--- src/rtl/shift_pattern_monitor.sv ---
// Sequence checker for a ring/Johnson counter bus: tracks successors, counts periods, flags faults.
// Optional fault counter enabled by defining PATMON_ERRCNT_EN.
module shift_pattern_monitor #(
    parameter int WIDTH = 8,
    parameter int CNT_W = 16
) (
    input  logic             clk,
    input  logic             rst,
    input  logic             sample_en,
    input  logic             mode,
    input  logic             load,
    input  logic [WIDTH-1:0] pat,
    output logic             locked,
    output logic             err,
    output logic             cycle_pulse,
    output logic [CNT_W-1:0] cycle_cnt,
    output logic [1:0]       state,
    output logic [7:0]       err_cnt
);
    localparam int H      = WIDTH / 2;
    localparam int STEP_W = $clog2(WIDTH + 1);

    typedef enum logic [1:0] {IDLE = 2'd0, ARMED = 2'd1, TRACK = 2'd2, FAULT = 2'd3} state_t;

    state_t            state_q, state_n;
    logic [WIDTH-1:0]  prev_q, prev_n, start_q, start_n;
    logic [STEP_W-1:0] step_q, step_n;
    logic              mode_q;
    logic              err_n, pulse_n, locked_n;

    // Johnson mode only looks at the low half; the upper half is masked away.
    function automatic logic [WIDTH-1:0] view(input logic [WIDTH-1:0] p, input logic m);
        logic [WIDTH-1:0] r;
        r = p;
        if (m) r[WIDTH-1:H] = '0;
        return r;
    endfunction

    function automatic logic [WIDTH-1:0] succ(input logic [WIDTH-1:0] p, input logic m);
        logic [WIDTH-1:0] r;
        r = {p[WIDTH-2:0], p[WIDTH-1]};
        if (m) begin
            r        = '0;
            r[H-1:0] = {p[H-2:0], ~p[H-1]};
        end
        return r;
    endfunction

    function automatic logic seed_ok(input logic [WIDTH-1:0] p, input logic m);
        int n;
        n = 0;
        if (!m) return (p != '0) && (p != '1);
        for (int j = 0; j < H - 1; j++)
            if (p[j] != p[j+1]) n++;
        return n <= 1;
    endfunction

    function automatic logic [CNT_W-1:0] sat_cnt(input logic [CNT_W-1:0] c);
        return (&c) ? c : c + CNT_W'(1);
    endfunction

    always_ff @(posedge clk or posedge rst) begin
        if (rst) begin
            state_q <= IDLE;
            prev_q  <= '0;
            start_q <= '0;
            step_q  <= '0;
            mode_q  <= 1'b0;
        end else begin
            state_q <= state_n;
            prev_q  <= prev_n;
            start_q <= start_n;
            step_q  <= step_n;
            mode_q  <= mode;
        end
    end

    always_comb begin
        state_n = state_q;
        prev_n  = prev_q;
        start_n = start_q;
        step_n  = step_q;
        err_n   = 1'b0;
        pulse_n = 1'b0;
        if (load) begin
            state_n = IDLE;
            prev_n  = '0;
            start_n = '0;
            step_n  = '0;
        end else if (mode != mode_q && state_q != IDLE) begin
            state_n = IDLE;
        end else if (sample_en) begin
            case (state_q)
                IDLE: begin
                    if (seed_ok(pat, mode)) begin
                        prev_n  = pat;
                        start_n = pat;
                        step_n  = '0;
                        state_n = ARMED;
                    end else begin
                        state_n = FAULT;
                        err_n   = 1'b1;
                    end
                end
                ARMED, TRACK: begin
                    if (view(pat, mode) != succ(prev_q, mode)) begin
                        state_n = FAULT;
                        err_n   = 1'b1;
                    end else if (step_q == STEP_W'(WIDTH - 1)) begin
                        // Last step of a period must land back on the seed.
                        if (view(pat, mode) == view(start_q, mode)) begin
                            prev_n  = pat;
                            step_n  = '0;
                            pulse_n = 1'b1;
                            state_n = TRACK;
                        end else begin
                            state_n = FAULT;
                            err_n   = 1'b1;
                        end
                    end else begin
                        prev_n  = pat;
                        step_n  = step_q + STEP_W'(1);
                        state_n = TRACK;
                    end
                end
                default: state_n = FAULT;
            endcase
        end
    end

    always_comb begin
        locked_n = (state_n == TRACK);
    end

    always_ff @(posedge clk or posedge rst) begin
        if (rst) begin
            locked      <= 1'b0;
            err         <= 1'b0;
            cycle_pulse <= 1'b0;
            cycle_cnt   <= '0;
        end else begin
            locked      <= locked_n;
            err         <= err_n;
            cycle_pulse <= pulse_n;
            if (pulse_n) cycle_cnt <= sat_cnt(cycle_cnt);
        end
    end

    assign state = state_q;

`ifdef PATMON_ERRCNT_EN
    always_ff @(posedge clk or posedge rst) begin
        if (rst)                      err_cnt <= '0;
        else if (err_n && !(&err_cnt)) err_cnt <= err_cnt + 8'd1;
    end
`else
    assign err_cnt = '0;
`endif

endmodule

--- config.mk ---
export PLATFORM = sky130hd
export DESIGN_NAME = shift_pattern_monitor
export DESIGN_NICKNAME = d
export VERILOG_FILES = /design/src/rtl/shift_pattern_monitor.sv
export SDC_FILE = /design/constraint.sdc
export NUM_CORES = 1
export LEC_CHECK = 0
export CAP_MARGIN = 25
export CORE_UTILIZATION = 47
export DETAILED_ROUTE_END_ITERATION = 16
export HOLD_SLACK_MARGIN = 0.1
export PLACE_DENSITY_LB_ADDON = 0.1
export SLEW_MARGIN = 20
export SYNTH_ARGS = -nofsm -noshare
export SYNTH_HDL_FRONTEND = slang
export SYNTH_SLANG_ARGS = --single-unit
--- constraint.sdc ---
create_clock -name clk -period 2.24 [get_ports clk]
set_clock_uncertainty 0.1 [all_clocks]
set_input_delay 0.336 -clock clk [delete_from_list [all_inputs] [get_ports clk]]
set_output_delay 0.336 -clock clk [all_outputs]
set_load 0.03 [all_outputs]
## Yosys cells after proc, flatten, opt, wreduce, memory -nomap -nowiden

Cells that the tools add are included.

| storage, ports and cells | value |
|---|---|
| register bits | 42 |
| output and inout port bits | 29 |

| cells by class | value |
|---|---|
| reductions and logical operators | 14 |
| bitwise logic cells | 2 |
| mux-type cells | 95 |
| $lt $le $gt $ge | 1 |
| $add $sub $neg | 4 |
| equality and inequality tests | 15 |

Operator list:

| kind | number |
|---|---|
| 32-bit two-way mux | 17 |
| 8-bit two-way mux | 16 |
| 4-bit two-way mux | 25 |
| 32-bit by 2-bit adder with 32-bit output, second input constant | 2 |
| 32-bit by 2-bit less-or-equal comparator with 1-bit output, second input constant | 1 |
| 1-bit two-way mux | 27 |
| 16-bit by 1-bit adder with 16-bit output, second input constant | 1 |
| 8-bit case mux with 2 select lines | 1 |
| 16-bit AND reduction | 1 |
| 2-bit two-way mux | 6 |
| 8-bit equality test | 1 |
| 8-bit inequality test | 1 |
| 8-bit inequality test, second input constant | 1 |
| 4-bit case mux with 2 select lines | 1 |
| 2-bit nonzero test | 4 |
| 8-bit nonzero test | 1 |
| 6-bit AND reduction | 1 |
| 4-bit by 1-bit adder with 4-bit output, second input constant | 1 |
| 2-bit equality test, second input constant | 2 |
| 4-bit by 3-bit equality test with 1-bit output, second input constant | 1 |
| 1-bit inequality test | 4 |
| 4-bit inequality test, second input constant | 1 |
| 2-bit case mux with 2 select lines | 1 |
| 4-bit AND reduction | 1 |
| other kinds (11) | 13 |

## Logic depth before layout (Yosys ltp)

Gate-level depths: netlist of run 1.

| logic depth | value |
|---|---|
| depth after elaboration | 36 |
| gate-level depth with buffers | 10 |

## Worst setup path before layout of run 1

No wires, ideal clock.

| timing path | value |
|---|---|
| kind | input port to flip-flop |
| start | in pat[0] |
| end | reg prev_q[0] |
| library setup time | 0.125 ns |
| cell stages on the path | 10 |
| arrival | 2.066 ns |
| path slack | -0.051 ns |
| buffers on the path | 1 |
| cells stage by stage | inv_1 -> ha_1 -> inv_1 -> ha_1 -> o21a_1 -> o22ai_1 -> a21oi_1 -> a22o_1 -> buf_6 -> mux2_4 |

| on the way | value |
|---|---|
| cells in the longest elaborated chain, start to end | 29 |
| elaborated cells between the ends (all ways) | 45 |
| those cells by class | add/sub (2); order compare (1); eq/ne (7); mux (32); reduce/logical (3) |

RTL lines:

| item | RTL line | text |
|---|---|---|
| start: declaration | 12 | `input logic [WIDTH-1:0] pat,` |
| 1-bit inequality test | 54 | `if (p[j] != p[j+1]) n++;` |
| 1-bit two-way mux | 54 |  |
| 32-bit two-way mux | 53 | `for (int j = 0; j < H - 1; j++)` |
| 32-bit two-way mux | 93 | `case (state_q)` |
| 32-bit two-way mux | 92 | `end else if (sample_en) begin` |
| 32-bit two-way mux | 90 | `end else if (mode != mode_q && state_q != IDLE) begin` |
| 32-bit two-way mux | 85 | `if (load) begin` |
| 32-bit by 2-bit adder with 32-bit output | 54 |  |
| [13 not listed] | -- |  |
| 32-bit by 2-bit less-or-equal comparator with 1-bit output | 55 | `return n <= 1;` |
| 1-bit two-way mux | 53 |  |
| 1-bit two-way mux | 93 |  |
| 1-bit two-way mux | 92 |  |
| 1-bit two-way mux | 90 |  |
| 1-bit two-way mux | 85 |  |
| 3-bit by 2-bit inequality test with 1-bit output (no source line) | -- |  |
| 6-bit AND reduction (no source line) | -- |  |
| end signal: assignment | 71 | `prev_q <= prev_n;` |
| end: declaration | 26 | `logic [WIDTH-1:0] prev_q, prev_n, start_q, start_n;` |

Several ways; a longest one is shown, not always the timed one. The select of a mux whose other input is x is not followed.
A chain may end at the register's enable or synchronous reset.

## Worst setup path after layout of run 1

| timing path | value |
|---|---|
| start | in pat[5] |
| end | reg prev_q[5] |

| on the way | value |
|---|---|
| cells in the longest elaborated chain, start to end | 10 |
| elaborated cells between the ends (all ways) | 34 |
| those cells by class | eq/ne (6); mux (25); reduce/logical (3) |

RTL lines:

| item | RTL line | text |
|---|---|---|
| 4-bit two-way mux (tied with other cells) | 35 | `if (m) r[WIDTH-1:H] = '0;` |
| 4-bit two-way mux or 1-bit logical AND (tied branches) | 109, 52 |  |
| 4-bit two-way mux or 1-bit two-way mux (tied branches) | 106, 52 |  |
| 4-bit two-way mux or 1-bit two-way mux (tied branches) | 93, 53 |  |
| 4-bit two-way mux or 1-bit two-way mux (tied branches) | 92, 93 |  |
| 4-bit two-way mux or 1-bit two-way mux (tied branches) | 90, 92 |  |
| 4-bit two-way mux or 1-bit two-way mux (tied branches) | 85, 90 |  |
| 8-bit equality test or 1-bit two-way mux (tied branches) | 111, 85 |  |
| 4-bit inequality test (no source line) or 3-bit by 2-bit inequality test with 1-bit output (tied branches) | -- |  |
| 6-bit AND reduction (no source line) | -- |  |

Several ways; a longest one is shown, not always the timed one. The select of a mux whose other input is x is not followed.

==> results of run 1 <==
repair_timing:
action | CTS | global route
buffers inserted | 1 | 10
pin swaps | 6 | 22
resized for setup | 24 | 31
hold buffers | 0 | 0
setup endpoints to repair | 39 | 39
cell type report:
class	instances	area share, %
clock inverters	2	0.3804
flip-flops and latches	42	29.15
inverters	19	1.971
clock buffers	6	2.006
multi-input cells	173	42.98
repair buffers	84	21.09
well taps	70	2.420
metal layers:
metal / track usage, % / share of wire (%)
met1: 25.38 / 46
met2: 34.91 / 50
met3: 3.832 / 2.9
met4: 8.846 / 1.4
met5: 0 / 0
critical path, stage by stage:
cell and delay [ns]:
sky130_fd_sc_hd__clkdlybuf4s50_1 0.48, sky130_fd_sc_hd__xnor2_1 0.23, sky130_fd_sc_hd__a41oi_2 0.17, sky130_fd_sc_hd__nor4_4 0.23, sky130_fd_sc_hd__buf_4 0.19, sky130_fd_sc_hd__buf_6 0.10, sky130_fd_sc_hd__o21ai_2 0.05, sky130_fd_sc_hd__a22o_1 0.23
sky130_fd_sc_hd__buf_6 0.16, sky130_fd_sc_hd__mux2_4 0.29
power breakdown:
group	switching, W	total, W	internal, W
Sequential	0.0000384	0.000849	0.000810
Clock	0.000266	0.000486	0.000220
Combinational	0.000231	0.000481	0.000250
cells in the final DEF, fill, tap and decap left out, types with 4 or more instances in the layout:
cell                              instances
sky130_fd_sc_hd__dfrtp_1                 39
sky130_fd_sc_hd__buf_4                   37
sky130_fd_sc_hd__clkdlybuf4s50_1         25
sky130_fd_sc_hd__inv_1                   16
sky130_fd_sc_hd__nor2_1                  16
sky130_fd_sc_hd__xnor2_1                 15
sky130_fd_sc_hd__xor2_1                  14
sky130_fd_sc_hd__buf_6                   13
sky130_fd_sc_hd__mux2_4                   9
sky130_fd_sc_hd__ha_1                     9
sky130_fd_sc_hd__mux2_2                   8
sky130_fd_sc_hd__conb_1                   8
sky130_fd_sc_hd__nand3_1                  7
sky130_fd_sc_hd__nor4_4                   7
sky130_fd_sc_hd__nand2_1                  5
sky130_fd_sc_hd__clkbuf_8                 5
sky130_fd_sc_hd__dlygate4sd2_1            5
sky130_fd_sc_hd__nor2b_1                  4
sky130_fd_sc_hd__o21a_1                   4
sky130_fd_sc_hd__nand4_1                  4
sky130_fd_sc_hd__o21ai_0                  4
sequential cells by signal, summed over array words and instances, names as in the netlist:
signal       count
state            2
step_q           4
locked           1
start_q          8
cycle_pulse      1
mode_q           1
prev_q           8
err              1
cycle_cnt       16
final timing paths:
| kind | endpoint | startpoint | depth (start not counted) | slack, ns |
|---|---|---|---|---|
| worst max register to register | prev_q[5] | prev_q[0] | 9 | -0.10 |
| worst max-delay path | prev_q[5] | pat[5] | 10 | -0.13 |
| worst min-delay path | start_q[6] | rst | 3 | 0.31 |
| worst min register to register | cycle_cnt[4] | cycle_cnt[4] | 1 | 0.38 |
| max in group asynchronous | state[0] | rst | 4 | 1.19 |
| min in group clk | cycle_cnt[4] | cycle_cnt[4] | 1 | 0.38 |
cell usage after synthesis (all sizes together), types with 3 or more instances:
cell,number
nand3,8
a21oi,3
dfrtp,42
nand4,4
nor4,8
o21a,4
nor3,8
nand2,5
o21ai,6
ha,10
and2,3
nor2b,6
nand2b,3
xnor2,16
and3,3
mux2,17
buf,12
xor2,14
inv,19
o211ai,3
nor2,19
cell families after synthesis:
| logic type | Yosys count | synth area share, % |
|---|---|---|
| xor+xnor | 30 | 10.18 |
| mux | 18 | 8.968 |
| flops | 42 | 40.72 |
| buf+inv | 33 | 7.222 |
| other cells | 1 | 0.1453 |
| compound gates | 30 | 8.580 |
| simple gates | 77 | 19.34 |
| fa+ha+maj | 10 | 4.847 |
per-stage QoR:
stage / setup slack [ns] / setup TNS [ns] / area [um2]
3_3_place_gp: -0.6773 / -20.33 / 3227
6_report: -0.1344 / -1.373 / 3618
4_1_cts: -0.1361 / -1.429 / 3415
3_5_place_dp: -0.7191 / -21.69 / 3227
2_1_floorplan: 0.0003741 / 0 / 2624
5_1_grt: -0.1698 / -2.359 / 3618
==> run_results.csv, run 1 <==
group,metric,value,unit
run_status,outcome,"complete, but fails checks",
run_status,failing_checks,"negative setup slack",
power_and_ir_drop,irDropWorstVdd,0.0004476,V
yosys,async_reset_ff_share,100.0,%
yosys,ys_ff_latch,42,
place,port_bufs,33,
worst_setup_path,crit_fanout,6,
hold_path,holdCritPathClass,"in -> async",
sta,finalSetupViolations,16,
global_route,grt_antenna_before_repair,0,
die,die_width,76.11,um
worst_setup_path,worst_ep_arrival_time,2.46,ns
cells_and_area,seq_area,1055,um2
sta,hold_violations,0,
yosys,synthTopCellsByArea,"sky130_fd_sc_hd__dfrtp_1, sky130_fd_sc_hd__xnor2_1, sky130_fd_sc_hd__ha_1",
sta,finalMaxSlewViolations,0,
job,max-cap-violations,0,
route,finalWirelength,5547,um
sta,min_period,2.374,ns
yosys,synth_top_flop_cell,"sky130_fd_sc_hd__dfrtp_1",
yosys,synth_top_area_share,40.72,%
worst_setup_path,data_required_time_of_the_critical_path,2.33,ns
route,dr_wl_cell,14.01,um
sta,hold_slack,0.3102,ns
route,routed-via-count,2040,
clock_network,clkLatencyLatePin,0.30,ns
power_and_ir_drop,power-per-cell-area,501.6,nW/um2
yosys,synth_enable_flop_cells,0,
die,die_height,76.11,um
clock_network,tritoncts_clock_tree,"yes",
yosys,netlist_area_pre_place,2581,um2
die,design.die.area,5792,um2
sta,fmax,421.2,MHz
clock_network,numCtsBuffers,5,
cells_and_area,nNetsFinal,348,
power_and_ir_drop,totalPowerFinal,0.001815,W
route,firstDrtPassIters,4,
clock_network,tritoncts_sinks,42,
global_route,grt-ovfl-total,0,
cells_and_area,fillCellCount,402,
die,io_pins,42,
yosys,synth_area_per_cell,10.71,um2
clock_network,ctsLongestPathBuffers,2,
cells_and_area,final_core_util,69.52,%
place,placed_cells,377,
yosys,ys.warnings.count,0,
clock_network,cts_root_buf,"sky130_fd_sc_hd__clkbuf_8",
sta,finalWorstSetupSlack,-0.1344,ns
clock_network,worst_setup_hold_path_clk_slew,0.08,ns
worst_setup_path,setup.worst_path.start_class,"input port",
cells_and_area,insertedDiodeCount,0,
worst_setup_path,critical_path_class,"in -> reg",
die,std_cell_rows,26,
global_route,first_global_vias,2034,
route,drc_errors,0,
route,drt_iter0_markers,33,
cells_and_area,layoutNonFillerInstCount,396,
yosys,synth_area_leader_cell,"sky130_fd_sc_hd__dfrtp_1",
worst_setup_path,critical_path_sink_type,"flip-flop",
yosys,ys_types,55,
sta,period_share,106.0,%
yosys,syn_inst,241,
place,place_hpwl,4002,um
yosys,synth_sequential_area_ratio,40.72,%
die,area_of_the_core_region,5205,um2
clock_network,htreeDepth,2,
place,place.gp.congestion,0.8480,
cells_and_area,share_of_post_route_cells_with_drive_strength_above_1,35.58,%
global_route,grt_max_degree,32,
route,antenna_violating_nets_post_route,0,
sta,rsz0062_at_grt,"yes",
power_and_ir_drop,power.static_leakage,1.637,nW
cells_and_area,synth_to_layout_area_growth,40.18,%
die,starting_density,49.59,%
cells_and_area,multiInputGateArea,1555,um2
route,route.detailed.vias_per_inst,5.152,
global_route,grt_util_all_layers,20.49,%
global_route,grt_pass1_wl,9370,um
Note: power is estimated with default switching activity, not from simulation.
==> inputs of run 2 (changes only) <==
- SLEW_MARGIN: 20 -> 30
==> results of run 2 <==
Final layout, timing and power as in run 1 (identical DEF).
==> inputs of run 3 (changes only) <==
- CORE_UTILIZATION: 47 -> 48
==> run 3 against run 2 <==
Net effect: the run still ends with negative setup slack left; clock power is 17% higher; critical path depth stayed put; core utilization is 1.2 points higher; maximum frequency is 2.3% higher; global-route usage is 0.82 points higher; largest power group unchanged.
==> run_results.csv, run 3 (synthesized netlist as in run 1, its figures left out) <==
group,metric,value,unit
route,antenna_violating_nets_post_route,0,
sta,finalWorstSetupSlack,-0.08100,ns
route,finalWirelength,5672,um
power_and_ir_drop,totalPowerFinal,0.001917,W
sta,period_share,103.6,%
route,routed-via-count,2039,
job,max-cap-violations,0,
global_route,grt_antenna_before_repair,0,
clock_network,worst_setup_hold_path_clk_slew,0.08,ns
die,starting_density,50.22,%
route,firstDrtPassIters,4,
worst_setup_path,r2r_start,"prev_q[0]",
worst_setup_path,terminus_of_the_critical_flop_to_flop_path,"cycle_cnt[1]",
global_route,grt_pass1_wl,8935,um
die,io_pins,42,
sta,rsz0062_at_grt,"yes",
die,std_cell_rows,26,
power_and_ir_drop,power-per-cell-area,527.6,nW/um2
route,drc_errors,0,
worst_setup_path,crit_fanout,5,
die,design.die.area,5675,um2
route,route.detailed.vias_per_inst,5.215,
sta,fmax,430.8,MHz
die,area_of_the_core_region,5140,um2
sta,min_period,2.321,ns
clock_network,tritoncts_clock_tree,"yes",
worst_setup_path,reg2reg_slack,-0.06,ns
place,placed_cells,372,
route,drt_iter0_markers,66,
sta,hold_violations,0,
cells_and_area,top_register,"cycle_cnt",
global_route,groute.layer.met1.usage,27.26,%
place,place.gp.congestion,0.8095,
run_status,outcome,"complete, but fails checks",
cells_and_area,nNetsFinal,343,
worst_setup_path,worst_ep_arrival_time,2.40,ns
global_route,grt-ovfl-total,0,
die,die_width,75.33,um
worst_setup_path,setup.worst_path.start_class,"input port",
cells_and_area,synth_to_layout_area_growth,40.77,%
cells_and_area,multiInputGateArea,1585,um2
worst_setup_path,data_required_time_of_the_critical_path,2.32,ns
worst_setup_path,endpoint,"cycle_cnt[1]",
global_route,grt_util_all_layers,21.31,%
place,pre_cts_setup_slack,-0.7114,ns
global_route,grt_use_met2,36.61,%
cells_and_area,share_of_post_route_cells_with_drive_strength_above_1,35.20,%
clock_network,numCtsBuffers,5,
global_route,grt_max_degree,24,
power_and_ir_drop,power.static_leakage,1.642,nW
global_route,gr_peak_layer,"met2",
die,die_height,75.33,um
clock_network,clkLatencyLatePin,0.29,ns
run_status,failing_checks,"negative setup slack",
cells_and_area,fillCellCount,419,
power_and_ir_drop,irDropWorstVdd,0.0002953,V
worst_setup_path,startpoint,"pat[6]",
cells_and_area,seq_area,1055,um2
worst_setup_path,worst-r2r-cell-count,9,
cells_and_area,largest_reg_flops,16,
cells_and_area,layout_commonest_cell,"sky130_fd_sc_hd__dfrtp_1",
place,port_bufs,33,
cells_and_area,insertedDiodeCount,0,
clock_network,cts_root_buf,"sky130_fd_sc_hd__clkbuf_8",
cells_and_area,layoutNonFillerInstCount,391,
hold_path,holdCritPathClass,"in -> async",
worst_setup_path,critical_path_sink_type,"flip-flop",
clock_network,cts_hold_buffers,0,
global_route,met3_usage,4.101,%
clock_network,htreeDepth,2,
place,place_hpwl,3999,um
sta,finalSetupViolations,12,
worst_setup_path,critical_path_class,"in -> reg",
clock_network,ctsLongestPathBuffers,2,
sta,finalMaxSlewViolations,0,
clock_network,tritoncts_sinks,42,
cells_and_area,mostFrequentLayoutCells,"sky130_fd_sc_hd__dfrtp_1, sky130_fd_sc_hd__buf_4, sky130_fd_sc_hd__clkdlybuf4s50_1",
route,dr_wl_cell,14.51,um
global_route,first_global_vias,1960,
cells_and_area,layout_top_registers,"cycle_cnt (16), prev_q (8), start_q (8)",
## run 3: changes by cell type in the layout (fill, tap and decap cells not counted), moves of 2 or more
cell	delta
sky130_fd_sc_hd__buf_12	+2
sky130_fd_sc_hd__buf_6	-7
sky130_fd_sc_hd__clkbuf_8	+3
sky130_fd_sc_hd__nor2b_2	-2
sky130_fd_sc_hd__dlygate4sd2_1	-2
## run 3: report_power, final
group	switching (W)	internal, W	leakage [nW]
sequential	0.0000382	0.000810	0.534
combinational	0.000236	0.000265	1.05
clock	0.000257	0.000311	0.0575
## run 3: repair_timing
item | in CTS | in global routing
hold endpoints to repair | 0 | 0
gates resized for setup | 33 | 19
buffers inserted | 5 | 4
pin swaps | 19 | 15
cloned | 1 | 1
endpoints found under the setup margin | 40 | 39
## run 3: per-stage QoR
step	hold slack (ns)	TNS, ns	util [%]	area [um2]
finish	0.2771	-0.6939	70.69	3633
global route	0.3618	-1.345	70.69	3633
CTS	0.2860	-1.865	68.77	3535
detailed placement	0.3852	-22.83	62.29	3202
global placement	0.3774	-20.63	62.29	3202
floorplan	0.2674	0	-	2624
## run 3: worst max-delay path, stage by stage
cell and delay, ns:
sky130_fd_sc_hd__clkdlybuf4s50_1 0.48, sky130_fd_sc_hd__xnor2_1 0.23, sky130_fd_sc_hd__a41oi_2 0.15, sky130_fd_sc_hd__nor4_4 0.25
sky130_fd_sc_hd__buf_4 0.18, sky130_fd_sc_hd__buf_12 0.11, sky130_fd_sc_hd__nand3_4 0.10, sky130_fd_sc_hd__buf_4 0.17
sky130_fd_sc_hd__nor2_4 0.08, sky130_fd_sc_hd__mux2_1 0.32
## run 3: worst min path at each step
stage	from	end	slack, ns	cells after the start
2_1_floorplan	mode	mode_q	0.27	0
5_1_grt	rst	cycle_cnt[4]	0.36	3
4_1_cts	rst	cycle_pulse	0.29	3
6_report	rst	cycle_pulse	0.28	3
3_3_place_gp	cycle_cnt[4]	cycle_cnt[4]	0.38	1
3_5_place_dp	cycle_cnt[4]	cycle_cnt[4]	0.39	1
## run 3: final cells by class
| type | count | share of cell area (%) |
|---|---|---|
| Inverter | 19 | 1.963 |
| Tap cell | 70 | 2.410 |
| Sequential cell | 42 | 29.03 |
| Clock buffer | 8 | 3.030 |
| Multi-Input combinational cell | 174 | 43.63 |
| Timing Repair Buffer | 78 | 19.94 |
## run 3: layer usage
layer | part of all wire, % | vias to the layer above
met5 | 0 | -
met4 | 1.1 | 0
met3 | 3.1 | 8
met2 | 51 | 42
met1 | 45 | 1003
li1 | - | 986
